$ cat config.mk
export PLATFORM = sky130hd
export DESIGN_NAME = axi_dma_r
export DESIGN_NICKNAME = d
export VERILOG_FILES = /design/src/rtl/axi_dma_r_pkg.sv /design/src/rtl/axi_dma_r.sv
export SDC_FILE = /design/constraint.sdc
export NUM_CORES = 1
export LEC_CHECK = 0
export CORE_MARGIN = 5
export CORE_UTILIZATION = 40
export CTS_BUF_LIST = sky130_fd_sc_hd__clkbuf_8
export CTS_CLUSTER_SIZE = 12
export DETAILED_ROUTE_END_ITERATION = 12
export GPL_TIMING_DRIVEN = 0
export PLACE_DENSITY_LB_ADDON = 0.15
export SYNTH_ARGS = -nofsm -noshare
export SYNTH_HDL_FRONTEND = slang
export SYNTH_SLANG_ARGS = --single-unit
$ cat constraint.sdc
create_clock -name clk -period 2.5 [get_ports clk]
set_input_delay 0.375 -clock clk [delete_from_list [all_inputs] [get_ports clk]]
set_output_delay 0.375 -clock clk [all_outputs]
set_load 0.005 [all_outputs]
$ cat src/rtl/axi_dma_r_pkg.sv
// Shared AXI/MIG widths and response codes for the DMA read engine.
package axi_dma_r_pkg;

    localparam int unsigned DDR_ADDR_W  = 32;
    localparam int unsigned MIG_BUS_W   = 32;
    localparam int unsigned AXI_ID_W    = 4;
    localparam int unsigned AXI_LEN_W   = 8;
    localparam int unsigned AXI_SIZE_W  = 3;
    localparam int unsigned AXI_BURST_W = 2;
    localparam int unsigned AXI_LOCK_W  = 1;
    localparam int unsigned AXI_CACHE_W = 4;
    localparam int unsigned AXI_PROT_W  = 3;
    localparam int unsigned AXI_QOS_W   = 4;
    localparam int unsigned AXI_RESP_W  = 2;

    localparam logic [AXI_RESP_W-1:0]  AXI_RESP_OKAY   = 2'b00;
    localparam logic [AXI_BURST_W-1:0] AXI_BURST_INCR  = 2'b01;
    localparam logic [AXI_CACHE_W-1:0] AXI_CACHE_MODIF = 4'h2;
    localparam logic [AXI_PROT_W-1:0]  AXI_PROT_NSEC   = 3'b010;

    // Bytes-per-beat encoding for arsize.
    function automatic logic [AXI_SIZE_W-1:0] axi_size(input int unsigned bus_w);
        return AXI_SIZE_W'($clog2(bus_w / 8));
    endfunction

endpackage

$ cat src/rtl/axi_dma_r.sv
// Burst-read DMA master: one client request becomes one AXI4 INCR read burst,
// each returned beat is strobed out with `ready`; bad responses/rlast set `error`.
module axi_dma_r
    import axi_dma_r_pkg::*;
#(
    parameter int unsigned BURST_BEATS = 16
) (
    input  logic                   clk,
    input  logic                   rst,
    input  logic                   valid,
    input  logic [DDR_ADDR_W-1:0]  addr,
    output logic                   ready,
    output logic [MIG_BUS_W-1:0]   rdata,
    output logic                   error,
    output logic [AXI_ID_W-1:0]    m_axi_arid,
    output logic [DDR_ADDR_W-1:0]  m_axi_araddr,
    output logic [AXI_LEN_W-1:0]   m_axi_arlen,
    output logic [AXI_SIZE_W-1:0]  m_axi_arsize,
    output logic [AXI_BURST_W-1:0] m_axi_arburst,
    output logic [AXI_LOCK_W-1:0]  m_axi_arlock,
    output logic [AXI_CACHE_W-1:0] m_axi_arcache,
    output logic [AXI_PROT_W-1:0]  m_axi_arprot,
    output logic [AXI_QOS_W-1:0]   m_axi_arqos,
    output logic                   m_axi_arvalid,
    input  logic                   m_axi_arready,
    input  logic [AXI_ID_W-1:0]    m_axi_rid,
    input  logic [MIG_BUS_W-1:0]   m_axi_rdata,
    input  logic [AXI_RESP_W-1:0]  m_axi_rresp,
    input  logic                   m_axi_rlast,
    input  logic                   m_axi_rvalid,
    output logic                   m_axi_rready
);

    localparam int unsigned CNT_W = AXI_LEN_W + 1;
    localparam logic [CNT_W-1:0] LAST_CNT = CNT_W'(BURST_BEATS - 1);

    localparam logic [1:0] StIdle = 2'd0;
    localparam logic [1:0] StAddr = 2'd1;
    localparam logic [1:0] StData = 2'd2;
    localparam logic [1:0] StDone = 2'd3;

    logic [1:0]            state_q, state_d;
    logic [DDR_ADDR_W-1:0] addr_q, addr_d;
    logic [CNT_W-1:0]      cnt_q, cnt_d;
    logic                  pend_q, pend_d;
    logic                  error_q, error_d;
    logic                  ready_q, ready_d;
    logic [MIG_BUS_W-1:0]  rdata_q, rdata_d;
    logic                  last_cnt;

    // Read ID is not used: only one burst is ever outstanding.
    logic unused_rid;
    assign unused_rid = ^m_axi_rid;

    assign last_cnt = (cnt_q == LAST_CNT);

    always_comb begin
        state_d = state_q;
        addr_d  = addr_q;
        cnt_d   = cnt_q;
        pend_d  = pend_q;
        error_d = error_q;
        ready_d = 1'b0;
        rdata_d = rdata_q;
        case (state_q)
            StIdle: begin
                cnt_d = '0;
                if (valid) begin
                    addr_d  = addr;
                    state_d = StAddr;
                end
            end
            StAddr: begin
                if (m_axi_arready) begin
                    state_d = StData;
                end
            end
            StData: begin
                if (m_axi_rvalid) begin
                    ready_d = 1'b1;
                    rdata_d = m_axi_rdata;
                    cnt_d   = cnt_q + 1'b1;
                    // Early rlast or missing rlast on the final beat are both misalignment.
                    if ((m_axi_rresp != AXI_RESP_OKAY) || (m_axi_rlast != last_cnt)) begin
                        pend_d = 1'b1;
                    end
                    if (m_axi_rlast || last_cnt) begin
                        state_d = StDone;
                    end
                end
            end
            StDone: begin
                error_d = pend_q;
                pend_d  = 1'b0;
                state_d = StIdle;
            end
            default: state_d = StIdle;
        endcase
    end

    always_ff @(posedge clk) begin
        if (rst) begin
            state_q <= StIdle;
            addr_q  <= '0;
            cnt_q   <= '0;
            pend_q  <= 1'b0;
            error_q <= 1'b0;
            ready_q <= 1'b0;
            rdata_q <= '0;
        end else begin
            state_q <= state_d;
            addr_q  <= addr_d;
            cnt_q   <= cnt_d;
            pend_q  <= pend_d;
            error_q <= error_d;
            ready_q <= ready_d;
            rdata_q <= rdata_d;
        end
    end

    assign ready         = ready_q;
    assign rdata         = rdata_q;
    assign error         = error_q;
    assign m_axi_arid    = '0;
    assign m_axi_araddr  = addr_q;
    assign m_axi_arlen   = AXI_LEN_W'(BURST_BEATS - 1);
    assign m_axi_arsize  = axi_size(MIG_BUS_W);
    assign m_axi_arburst = AXI_BURST_INCR;
    assign m_axi_arlock  = '0;
    assign m_axi_arcache = AXI_CACHE_MODIF;
    assign m_axi_arprot  = AXI_PROT_NSEC;
    assign m_axi_arqos   = '0;
    assign m_axi_arvalid = (state_q == StAddr);
    assign m_axi_rready  = (state_q == StData);

endmodule
==> flow_summary.ini <==
[finish]
final_nets = 652
area_growth_syn_to_layout_pct = 58.9
layout.cells.non_filler = 677
antenna-diode-count = 0
layout-drive-gt1-share_pct = 9.04

[place]
portBuffers = 138
gp_congestion = 0.790
pre_cts_ws_ns = 0.149
dp.cells = 660
hpwl_mm = 6.75

[critical_path]
end_kind = register
r2r_slack_ns = 0.08
r2r_start = cnt_q[4]$_SDFFE_PP0P_
reg2reg_depth = 8
crit_type = register to register
worstPathRequired_ns = 2.72
critPathMaxStageDelay_ns = 0.52
worstPathCellList = or4_1 > or3_1 > ha_1 > nand2b_1 > a222oi_1 > buf_4 > mux2i_1 > nor2_1
crit_family = simple AND/OR/NAND/NOR gates
critPathBufInv = 1
critPathArrivalTime_ns = 2.64
critPathSlowestCell = or4_1
startpoint = cnt_q[4]$_SDFFE_PP0P_
r2r-end = state_q[1]$_SDFFE_PP0P_
cp-start-kind = register
cp_max_fo = 7

[grt]
grt_pass1_vias = 2969
overflow = 0
grt_pass1_wl_mm = 13.8
grt_start_max_net_pins = 13
grt_usage_pct = 17.5
antenna_found_initial = 0

[min_path]
min_path_type = register to register
min_from = m_axi_araddr[31]$_SDFFE_PP0P_
holdPathStages = 2
worst_hold_path.endpoint = m_axi_araddr[31]$_SDFFE_PP0P_

[cts]
path_clk_slew_ns = 0.08
cts_sinks = 78
cts_max_path_buffers = 2
post_cts_buffers = 0
root_buffer = clkbuf_8
ctsResizeCount = 0
cts_buffers = 9
cts_tree = built
clkLatencyLatePin_ns = 0.34
htreeDepth = 3
cts_hold_buf = 0

[sta]
post-route-period-util_pct = 96.8
finalWorstSetupSlack_ns = 0.0805
fin_crit_ns = 2.42
setup_viol = 0
slew_viol_final = 0
fin_skew_ns = 0.00887
maxSlewHeadroom_pct = 62.9
hold_violations = 0
tightest_slew_ns = 0.556
fmax_mhz = 413

[run_status]
status = completed

[power_and_ir_drop]
peakVddDrop_uv = 368
total_leakage_power_uw = 0.00190
power.density_mw_per_mm2 = 756

[job]
max_cap_violations = 0

[die]
die_area_mm2 = 0.00965
core_mm2 = 0.00765
start_util_pct = 40.7
fp.dieW_um = 98.2
num_io_pins = 173
die_h_um = 98.2
core.rowCount = 32

[drt]
wl_mm = 8.70
drc_errors = 0
drt_pass1_iterations = 5
via_per_inst = 4.56
postRouteAntennaNets = 0
num_vias = 3087
wl_per_cell_um = 12.9
drt_iter0_markers = 50

[yosys]
synthCells = 393
yosys_warnings = 0
ys_ff_latch = 78
synthDistinctLibCells = 29
syn_area_per_cell_um2 = 7.92
seq_area_frac_synth_pct = 50.2
synth_area_mm2 = 0.00311
==> cell usage after synthesis <==
cell type	n	area [um2]
buf_2	6	30.0
a21o_1	1	7.51
or4_1	1	7.51
nor2_1	11	41.3
buf_4	30	225
buf_1	1	3.75
a222oi_1	1	10.0
clkbuf_1	15	56.3
mux2i_2	1	13.8
nand3_1	2	10.0
ha_1	6	75.1
conb_1	2	7.51
inv_1	6	22.5
dfxtp_1	78	1560
nand2b_1	1	6.26
nand4_1	2	12.5
a211oi_1	1	7.51
nor3_1	6	30.0
a22oi_1	1	7.51
a31oi_1	1	6.26
o21ai_0	4	20.0
o31a_1	1	8.76
and2_1	2	12.5
nand2_1	134	503
or3_1	3	18.8
mux2i_1	2	20.0
xnor2_1	4	35.0
a21oi_1	69	345
nand3b_1	1	7.51
==> routing by layer <==
metal  share of wire (%)  GRT usage, %  routed length (um)
met2                  47          29.2                4090
met3                  11          7.21                 923
met4                 1.0          5.67                  89
met1                  41          20.4                3600
met5                   0             0                   0
==> final cells by class <==
cell class                      instances  area [um2]
Buffer                                 52         315
Clock buffer                           10         138
Clock inverter                          6        77.6
Fill cell                             684        2700
Inverter                                6        22.5
Multi-Input combinational cell        284        1320
Sequential cell                        78        1560
Tap cell                              102         128
Timing Repair Buffer                  139        1390
==> cells by family after synthesis <==
family	count (synthesis)	synth area share [%]
XOR/XNOR	4	1.13
other	2	0.241
AND/OR/NAND/NOR	163	20.9
buffers and inverters	58	10.9
multiplexers	3	1.09
adder cells (fa/ha/maj)	6	2.41
flip-flops	78	50.2
AO/OA/AOI/OAI	79	13.3
==> flip-flops by register name, indices dropped and copies added (netlist names) <==
register	cells
pend_q	1
m_axi_araddr	32
ready	1
state_q	2
rdata	32
cnt_q	9
error	1
==> how the worst max path moves through the flow <==
stage | cells after the start | slack (ns) | to
finish | 8 | 0.08 | state_q[1]$_SDFFE_PP0P_
global route | 8 | -0.04 | state_q[1]$_SDFFE_PP0P_
detailed placement | 7 | 0.15 | state_q[1]$_SDFFE_PP0P_
global placement | 7 | 0.18 | state_q[1]$_SDFFE_PP0P_
CTS | 7 | 0.13 | state_q[1]$_SDFFE_PP0P_
floorplan | 7 | 0.32 | state_q[1]$_SDFFE_PP0P_
==> worst register-to-register path, delay by kind of cell, from the launching register on <==
| family | cells | cell delay [ns] |
|---|---|---|
| and+or+nand+nor | 4 | 1.04 |
| DFF | 1 | 0.36 |
| AOI/OAI and AO/OA | 1 | 0.36 |
| buffers and inverters | 1 | 0.19 |
| adders and majority gates | 1 | 0.18 |
| muxes | 1 | 0.18 |
==> cells in the final DEF (no fill, tap or decap), types with 3 or more instances in the layout <==
cell type        instances
xnor2_1                  4
nand2_1                134
buf_2                    6
clkbuf_1                15
buf_4                   31
dfxtp_1                 78
ha_1                     6
clkdlybuf4s50_1        138
or3_1                    3
a21oi_1                 69
o21ai_0                  4
nor3_1                   6
conb_1                  29
inv_1                    8
nor2_1                  11
clkbuf_8                10
==> metrics by stage <==
step	hold slack, ns	total power (uW)	TNS, ns	area [um2]	utilization [%]
global route	0.471	3970	-0.0429	4950	64.7
CTS	0.458	3760	0	4940	64.6
finish	0.455	3740	0	4950	64.7
floorplan	0.436	2130	0	3210	-
detailed placement	0.446	2740	0	4720	61.8
global placement	0.441	2710	0	4720	61.8
==> power by group <==
group / total [uW] / internal, uW / leakage (uW) / switching (uW)
Sequential: 1510 / 1420 / 0.000634 / 89.6
Clock: 1020 / 580 / 0.000119 / 442
Combinational: 1210 / 627 / 0.00115 / 583
Total: 3740 / 2620 / 0.00190 / 1110
No activity file was read; power rests on OpenSTA's default activity.
